===== config.mk =====
export PLATFORM = sky130hd
export DESIGN_NAME = lsu
export DESIGN_NICKNAME = d
export VERILOG_FILES = /design/src/rtl/lsu.sv
export SDC_FILE = /design/constraint.sdc
export NUM_CORES = 1
export LEC_CHECK = 0
export BUFFER_PORTS_ARGS = -buffer_cell sky130_fd_sc_hd__buf_2
export CORE_UTILIZATION = 30
export CTS_BUF_LIST = sky130_fd_sc_hd__clkbuf_4 sky130_fd_sc_hd__clkbuf_8 sky130_fd_sc_hd__clkbuf_16
export DETAILED_ROUTE_END_ITERATION = 6
export PLACE_DENSITY = 0.65
export RECOVER_POWER = 25
export SYNTH_ARGS = -nofsm -noshare
export SYNTH_HDL_FRONTEND = slang
export SYNTH_SLANG_ARGS = --single-unit

===== constraint.sdc =====
create_clock -name clk_i -period 3.3 [get_ports clk_i]
set_input_delay 0.165 -clock clk_i [delete_from_list [all_inputs] [get_ports clk_i]]
set_output_delay 0.165 -clock clk_i [all_outputs]
set_load 0.02 [all_outputs]

===== src/rtl/lsu.sv =====
// -----------------------------------------------------------------------------
// lsu -- load/store unit sitting directly after the execute stage.
//
// Accepts one execute result at a time. Memory ops go out through a
// single-outstanding request/response port. Load data is aligned and
// sign- or zero-extended, and store data is replicated with byte strobes.
// Non-memory ops pass through with one cycle of latency. Every result,
// including faults, is delivered to writeback over a valid/ready handshake.
//
// Ports
//   clk_i, rst_n_i         clock, synchronous active-low reset
//   in_valid_i/in_ready_o  execute-side handshake
//   in_is_load_i/_store_i  op class (both 0 = non-memory)
//   in_funct3_i            RV32 size/sign field
//   in_res_i               execute result / effective address
//   in_wdata_i             store data (rs2)
//   in_rd_i, in_wen_i      destination register and its write enable
//   mem_req_*              request channel (valid/ready, we, addr, wdata, wstrb)
//   mem_rsp_*              response channel (valid, rdata, err), always accepted
//   out_valid_o/out_ready_i writeback handshake
//   out_res_o, out_rd_o, out_wen_o, out_err_o, out_badaddr_o  writeback payload
// -----------------------------------------------------------------------------
module lsu #(
    parameter int XLEN   = 32,
    parameter int ADDR_W = 32
) (
    input  logic              clk_i,
    input  logic              rst_n_i,

    input  logic              in_valid_i,
    output logic              in_ready_o,
    input  logic              in_is_load_i,
    input  logic              in_is_store_i,
    input  logic [2:0]        in_funct3_i,
    input  logic [XLEN-1:0]   in_res_i,
    input  logic [XLEN-1:0]   in_wdata_i,
    input  logic [4:0]        in_rd_i,
    input  logic              in_wen_i,

    output logic              mem_req_valid_o,
    input  logic              mem_req_ready_i,
    output logic              mem_req_we_o,
    output logic [ADDR_W-1:0] mem_req_addr_o,
    output logic [XLEN-1:0]   mem_req_wdata_o,
    output logic [3:0]        mem_req_wstrb_o,

    input  logic              mem_rsp_valid_i,
    input  logic [XLEN-1:0]   mem_rsp_rdata_i,
    input  logic              mem_rsp_err_i,

    output logic              out_valid_o,
    input  logic              out_ready_i,
    output logic [XLEN-1:0]   out_res_o,
    output logic [4:0]        out_rd_o,
    output logic              out_wen_o,
    output logic              out_err_o,
    output logic [ADDR_W-1:0] out_badaddr_o
);

    typedef enum logic [1:0] {
        IDLE = 2'd0,
        REQ  = 2'd1,
        WAIT = 2'd2,
        DONE = 2'd3
    } state_t;

    state_t state, state_next;

    // Latched transaction fields
    logic [2:0]        funct3_q;
    logic              is_load_q;
    logic [ADDR_W-1:0] addr_q;
    logic              req_we_q;
    logic [ADDR_W-1:0] req_addr_q;
    logic [XLEN-1:0]   req_wdata_q;
    logic [3:0]        req_wstrb_q;
    logic [XLEN-1:0]   res_q;
    logic [4:0]        rd_q;
    logic              wen_q;
    logic              err_q;
    logic [ADDR_W-1:0] badaddr_q;

    // Input-side decode
    logic              accept;
    logic              is_mem;
    logic [1:0]        off;
    logic              f3_legal;
    logic              misaligned;
    logic              fault;
    logic [XLEN-1:0]   st_wdata;
    logic [3:0]        st_wstrb;

    // Response-side load extraction
    logic [XLEN-1:0]   rsp_shift;
    logic [XLEN-1:0]   load_data;

    // Ready depends only on state. It is gated by reset so that it reads 0
    // while reset is held, even though the state is already IDLE.
    assign in_ready_o = (state == IDLE) && rst_n_i;
    assign accept     = in_valid_i && in_ready_o;
    assign is_mem     = in_is_load_i || in_is_store_i;
    assign off        = in_res_i[1:0];

    // NOTE: every signal written in an always_comb gets a default first, so no path leaves it unassigned and no latch is inferred.
    always_comb begin
        f3_legal   = 1'b0;
        misaligned = 1'b0;
        if (in_is_load_i && !in_is_store_i) begin
            f3_legal = in_funct3_i inside {3'b000, 3'b001, 3'b010, 3'b100, 3'b101};
        end else if (in_is_store_i && !in_is_load_i) begin
            f3_legal = in_funct3_i inside {3'b000, 3'b001, 3'b010};
        end
        // funct3[1:0] encodes the size: 01 is halfword, 10 is word.
        if (in_funct3_i[1:0] == 2'b01) misaligned = off[0];
        if (in_funct3_i[1:0] == 2'b10) misaligned = (off != 2'b00);
    end

    // Setting both op-class bits is illegal. It leaves f3_legal low, so the
    // op faults.
    assign fault = is_mem && (!f3_legal || misaligned);

    // Store lane formatting. Loads and non-stores leave strobes and data at 0.
    always_comb begin
        st_wstrb = 4'b0000;
        st_wdata = '0;
        if (in_is_store_i) begin
            unique case (in_funct3_i[1:0])
                2'b00: begin
                    st_wstrb = 4'b0001 << off;
                    st_wdata = {4{in_wdata_i[7:0]}};
                end
                2'b01: begin
                    st_wstrb = 4'b0011 << off;
                    st_wdata = {2{in_wdata_i[15:0]}};
                end
                2'b10: begin
                    st_wstrb = 4'b1111;
                    st_wdata = in_wdata_i;
                end
                default: begin
                    st_wstrb = 4'b0000;
                    st_wdata = '0;
                end
            endcase
        end
    end

    // Shift the addressed byte lane down to bit 0, then extend it.
    assign rsp_shift = mem_rsp_rdata_i >> {addr_q[1:0], 3'b000};

    always_comb begin
        load_data = '0;
        unique case (funct3_q)
            3'b000:  load_data = {{(XLEN-8){rsp_shift[7]}},   rsp_shift[7:0]};
            3'b001:  load_data = {{(XLEN-16){rsp_shift[15]}}, rsp_shift[15:0]};
            3'b010:  load_data = mem_rsp_rdata_i;
            3'b100:  load_data = {{(XLEN-8){1'b0}},           rsp_shift[7:0]};
            3'b101:  load_data = {{(XLEN-16){1'b0}},          rsp_shift[15:0]};
            default: load_data = '0;
        endcase
    end

    // State register
    // NOTE: sequential state uses non-blocking assignments, so every flop samples pre-edge values regardless of statement order.
    always_ff @(posedge clk_i) begin
        if (!rst_n_i) state <= IDLE;
        else          state <= state_next;
    end

    // Next-state logic. Responses are examined only in WAIT, so a response
    // that arrives in REQ, including the cycle the request is accepted, is
    // ignored.
    always_comb begin
        state_next = state;
        unique case (state)
            IDLE: if (accept) state_next = (!is_mem || fault) ? DONE : REQ;
            REQ:  if (mem_req_ready_i) state_next = WAIT;
            WAIT: if (mem_rsp_valid_i) state_next = DONE;
            DONE: if (out_ready_i) state_next = IDLE;
            default: state_next = IDLE;
        endcase
    end

    // Datapath registers. Fields only change on accept or on the response.
    // That keeps request and writeback payloads stable across any stall.
    always_ff @(posedge clk_i) begin
        if (!rst_n_i) begin
            funct3_q    <= '0;
            is_load_q   <= 1'b0;
            addr_q      <= '0;
            req_we_q    <= 1'b0;
            req_addr_q  <= '0;
            req_wdata_q <= '0;
            req_wstrb_q <= '0;
            res_q       <= '0;
            rd_q        <= '0;
            wen_q       <= 1'b0;
            err_q       <= 1'b0;
            badaddr_q   <= '0;
        end else begin
            if (accept) begin
                funct3_q    <= in_funct3_i;
                is_load_q   <= in_is_load_i;
                addr_q      <= in_res_i[ADDR_W-1:0];
                req_we_q    <= in_is_store_i;
                req_addr_q  <= {in_res_i[ADDR_W-1:2], 2'b00};
                req_wdata_q <= st_wdata;
                req_wstrb_q <= st_wstrb;
                rd_q        <= in_rd_i;
                if (!is_mem) begin
                    res_q     <= in_res_i;
                    wen_q     <= in_wen_i;
                    err_q     <= 1'b0;
                    badaddr_q <= '0;
                end else if (fault) begin
                    res_q     <= '0;
                    wen_q     <= 1'b0;
                    err_q     <= 1'b1;
                    badaddr_q <= in_res_i[ADDR_W-1:0];
                end else begin
                    res_q     <= '0;
                    wen_q     <= 1'b0;
                    err_q     <= 1'b0;
                    badaddr_q <= '0;
                end
            end
            if (state == WAIT && mem_rsp_valid_i) begin
                if (mem_rsp_err_i) begin
                    res_q     <= '0;
                    wen_q     <= 1'b0;
                    err_q     <= 1'b1;
                    badaddr_q <= addr_q;
                end else begin
                    res_q     <= is_load_q ? load_data : '0;
                    wen_q     <= is_load_q;
                    err_q     <= 1'b0;
                    badaddr_q <= '0;
                end
            end
        end
    end

    assign mem_req_valid_o = (state == REQ);
    assign mem_req_we_o    = req_we_q;
    assign mem_req_addr_o  = req_addr_q;
    assign mem_req_wdata_o = req_wdata_q;
    assign mem_req_wstrb_o = req_wstrb_q;

    assign out_valid_o     = (state == DONE);
    assign out_res_o       = res_q;
    assign out_rd_o        = rd_q;
    assign out_wen_o       = wen_q;
    assign out_err_o       = err_q;
    assign out_badaddr_o   = badaddr_q;

endmodule


Yosys cells after proc, flatten, opt, wreduce, memory -nomap -nowiden

Cells that the tools add are included.

Input bits: 114
Output and inout port bits: 143
Register bits after elaboration: 176

Reductions and logical operators: 22
Eq/ne operators: 17
Shifts and indexed selects: 3
Multiplexer cells: 34

Operators by type and width:

| cell                                                                  | number |
|---|---|
| 32-bit 2-to-1 mux                                                     | 11 |
| 32-bit case mux with 5 select lines                                   | 1 |
| 32-bit case mux with 3 select lines                                   | 1 |
| 32-bit by 5-bit right shift with 16-bit output                        | 1 |
| 1-bit 2-to-1 mux                                                      | 13 |
| 3-bit equality test, second input constant                            | 4 |
| 4-bit case mux with 3 select lines                                    | 1 |
| 2-bit 2-to-1 mux                                                      | 5 |
| 2-bit case mux with 4 select lines                                    | 1 |
| 2-bit equality test, second input constant                            | 3 |
| 3-bit by 1-bit equality test with 1-bit output, second input constant | 2 |
| 3-bit by 2-bit equality test with 1-bit output, second input constant | 2 |
| 1-bit logical AND                                                     | 6 |
| 3-bit zero test                                                       | 2 |
| 5-bit nonzero test                                                    | 1 |
| 2-bit by 1-bit equality test with 1-bit output, second input constant | 2 |
| 1-bit zero test                                                       | 4 |
| 2-bit zero test                                                       | 2 |
| 4-bit 2-to-1 mux                                                      | 1 |
| 2-bit by 1-bit != test with 1-bit output, second input constant       | 2 |
| 2-bit != test, second input constant                                  | 2 |
| 4-bit AND reduction                                                   | 1 |
| 2-bit nonzero test                                                    | 2 |
| 1-bit by 2-bit << shifter with 4-bit output, first input constant     | 1 |
| other kinds (3)                                                       | 5 |

Logic depth before layout (Yosys ltp)

Depth in word-level cells: 11
Depth in mapped cells: 9
Depth with buffers taken out: 6

Least setup slack after synthesis

OpenSTA, ideal clock, no wires.

Path kind: reg2reg
From: reg state[0]
To: reg res_q[22], in the netlist out_res_o[22]
Cell stages (with the launch flop): 10
Setup time: 0.120 ns
Arrival time: 1.757 ns
Clock period less this slack: 1.877 ns
Path slack: 1.423 ns
Cells stage by stage: dfxtp_1 inv_1 ha_1 buf_2 and4b_4 and3_1 buf_6 buf_8 a221oi_2 o21ai_2

Cells in the longest elaborated chain, start to end: 4
Elaborated cells on any way between the ends: 7

RTL lines:

| what                         | RTL line | RTL |
|---|---|---|
| from (decl)                  | 67       | `state_t state, state_next;` |
| from (signal assigned)       | 167      | `else state <= state_next;` |
| 2-bit zero test              | 99       | `assign in_ready_o = (state == IDLE) && rst_n_i;` |
| 1-bit logical AND            | 99       |  |
| 1-bit logical AND            | 100      | `assign accept = in_valid_i && in_ready_o;` |
| 2-bit nonzero test (no line) | n/a      |  |
| to (signal assigned)         | 211      | `res_q <= in_res_i;` |
| to (signal assigned)         | 234      | `res_q <= is_load_q ? load_data : '0;` |
| to (decl)                    | 77       | `logic [XLEN-1:0] res_q;` |

Several ways; a longest one is shown, not always the timed one.
A chain may end at the register's enable or synchronous reset.

Worst setup path after layout

From: reg state[0]
To: reg res_q[19], in the netlist out_res_o[19]

Same word-level chain as after synthesis.

==> flow_metrics.tcl <==
set metrics [dict create \
    clk_path_buf_depth 2 \
    status "finished clean" \
    p_total_mw 6.49 \
    drtAntennaViolNets 0 \
    cts_buffers 17 \
    avgSynthCellArea_um2 8.60 \
    ys.flop_type "dfxtp_1" \
    gp_congestion 0.898 \
    totalWireLength_mm 26.5 \
    clockRootBuffer "clkbuf_16" \
    io_buffers 254 \
    cts_resized 0 \
    cts_sinks 146 \
    layout_min_cycle_time_ns 2.56 \
    finalCritPeriodShare_pct 77.6 \
    yosysWarningCount 0 \
    clk_pin_slew_ns 0.07 \
    drc 0 \
    power.density_nw_per_um2 693 \
    ir_drop_mv 0.288 \
    worst_pin_slew_ns 0.965 \
    synth_seq_cells 146 \
    dp_slack_ns 0.812 \
    overflow 0 \
    utilization_pct 39.6 \
    drive_gt1_share_pct 27.0 \
    path_cells "inv_1 > ha_1 > and3_2 > a21oi_4 > buf_12 > a221oi_1 > o21ai_1" \
    yosys.area.top_type_share_pct 40.0 \
    synth_most_common_cell "dfxtp_1" \
    stdcell_area_um2 9370 \
    synth_area_um2 7310 \
    setup-tns-final_ns 0 \
    synthArstFlopShare_pct 0 \
    cp_top_family "compound AO/OA/AOI/OAI gates" \
    cp-end-kind "flip-flop" \
    firstDrtPassIters 6 \
    dpl-instance-area_um2 8500 \
    synth_edf_count 0 \
    critPathRequiredTime_ns 3.64 \
    crit_buf_inv 2 \
    drtIter0Drc 645 \
    rsz0062_at_grt "false" \
    seq_area_um2 2920 \
    skew_ns 0.00804 \
    fmax_mhz 391 \
    htreeDepth 4 \
    grt_pass1_wl_mm 39.5 \
    crit_type "flip-flop to flip-flop" \
    yosys.area.top_type "dfxtp_1" \
    multi_input_area_um2 3760 \
    hp-class "input port to flip-flop" \
    area_growth_pct 28.1 \
    fp.dieH_um 158 \
    synthTopCellsByCount "dfxtp_1 (146), nand2_1 (118), a21oi_1 (81)" \
    num_rows 56 \
    arrival_ns 2.89 \
    ios 257 \
    grt_max_degree 99 \
    grt_pass1_vias 6742 \
    die_x_um 158 \
    slowest_delay_ns 0.61 \
    die-area_um2 25000 \
    slew_headroom_pct 35.7 \
    cp-start-kind "flip-flop" \
    maxCapViolations 0 \
    grt_antenna_before_repair 6 \
    start_util_pct 30.9 \
    synthTopCellsByArea "dfxtp_1 (40%), nand2_1 (6.1%), a21oi_1 (5.5%)" \
    via_per_inst 5.27 \
    hold_violations 0 \
    dp_hpwl_mm 18.1 \
    clock_latency_ns 0.42 \
    cts_tree "yes" \
    vias 7386 \
    fin_ws_ns 0.740 \
    post_drt_wl_per_cell_um 18.9 \
    layout.nets 1182 \
    syn_inst 851 \
    cp_slowest_cell "a21oi_4" \
    drv_slew 0 \
    fill_cells 2489 \
    worstPathMaxFanout 38 \
    p_leak_nw 3.95 \
    core_um2 23700 \
    yosysUniqueCellTypes 55 \
    setup_viol 0 \
    ys_seq_area_share_pct 40.0 \
    grt_use_total_pct 20.8 \
]
## cells by family (layout without fill, tap and decap cells)
kind of cell	after synthesis	after routing	synth area share [%]
buffers and inverters	116	340	9.01
DFF	146	146	40.0
adders and majority gates	5	5	0.855
and+or+nand+nor	274	274	18.2
AOI/OAI and AO/OA	281	281	26.6
muxes	28	28	5.34
other	1	8	0.0513
## cell type report
type,count,area share (%)
multi-input cells,590,40.1
clock buffers,20,4.91
clock inverters,12,1.54
repair buffers,304,17.7
well taps,319,4.26
inverters,4,0.160
flip-flops and latches,146,31.2
diodes,6,0.160
## metrics by stage
| stage | instances | hold WS [ns] |
|---|---|---|
| floorplan | 852 | 0.264 |
| global placement | 1329 | 0.346 |
| detailed placement | 1329 | 0.353 |
| CTS | 1395 | 0.00724 |
| global route | 1398 | 0.00335 |
| finish | 1401 | 0.0210 |
## flip-flops by register name, indices dropped and copies added (netlist names), 2 cells and up
name / cells
state: 2
addr_q: 32
funct3_q: 3
out_rd_o: 5
out_badaddr_o: 32
mem_req_wdata_o: 32
mem_req_wstrb_o: 4
out_res_o: 32
## worst register-to-register path, delay by kind of cell (launching register included)
kind                     cells  cell delay [ns]
buffers and inverters        2             0.42
AO/OA/AOI/OAI                3             0.90
adder cells (fa/ha/maj)      1             0.32
flip-flops                   1             0.39
AND/OR/NAND/NOR              1             0.45
## cells in the final DEF, fill, tap and decap left out, types with 6 or more instances in the layout
cell type	instances
buf_2	182
mux2i_1	12
dfxtp_1	146
a221oi_1	17
nand3_1	47
dlygate4sd3_1	34
nor2_1	18
o21ai_0	68
mux2_2	8
o21ai_2	11
o21ai_1	8
and3_1	7
buf_4	16
o2bb2ai_1	8
nor2b_1	27
nand2_1	118
a21oi_1	81
clkbuf_1	71
nand4_1	32
a221oi_2	20
and2_1	11
mux4_2	8
clkbuf_16	17
a31oi_1	12
a22oi_1	36
diode_2	6
## report_power, final
group          switching, mW  internal (mW)
Sequential             0.225           2.11
Clock                  0.836           1.18
Combinational           1.44          0.703
Total                   2.50           3.99
## what timing repair did
action | 4_1_cts | 5_1_grt
endpoints found under the hold margin | 34 | 0
hold buffers | 34 | 0
setup buffers | 0 | 0
## worst paths after layout
kind                                          start                   to  slack, ns  cells after the start
worst max register to register             state[0]        out_res_o[19]       0.74                      7
worst min-delay path                   in_res_i[22]           addr_q[22]       0.02                      3
worst max-delay path                       state[0]        out_res_o[19]       0.74                      7
worst min register to register  mem_req_wdata_o[27]  mem_req_wdata_o[27]       0.45                      2
## layer usage
metal / vias to the layer above / share of wire (%) / wire length [um] / global-route usage [%]
li1: 3502 / - / - / -
met1: 3569 / 44 / 11700 / 27.5
met2: 273 / 47 / 12400 / 33.1
met3: 40 / 6.9 / 1830 / 4.68
met4: 2 / 2.1 / 550 / 7.28
met5: - / 0.049 / 13 / 0
(Power assumes the default switching activity.)
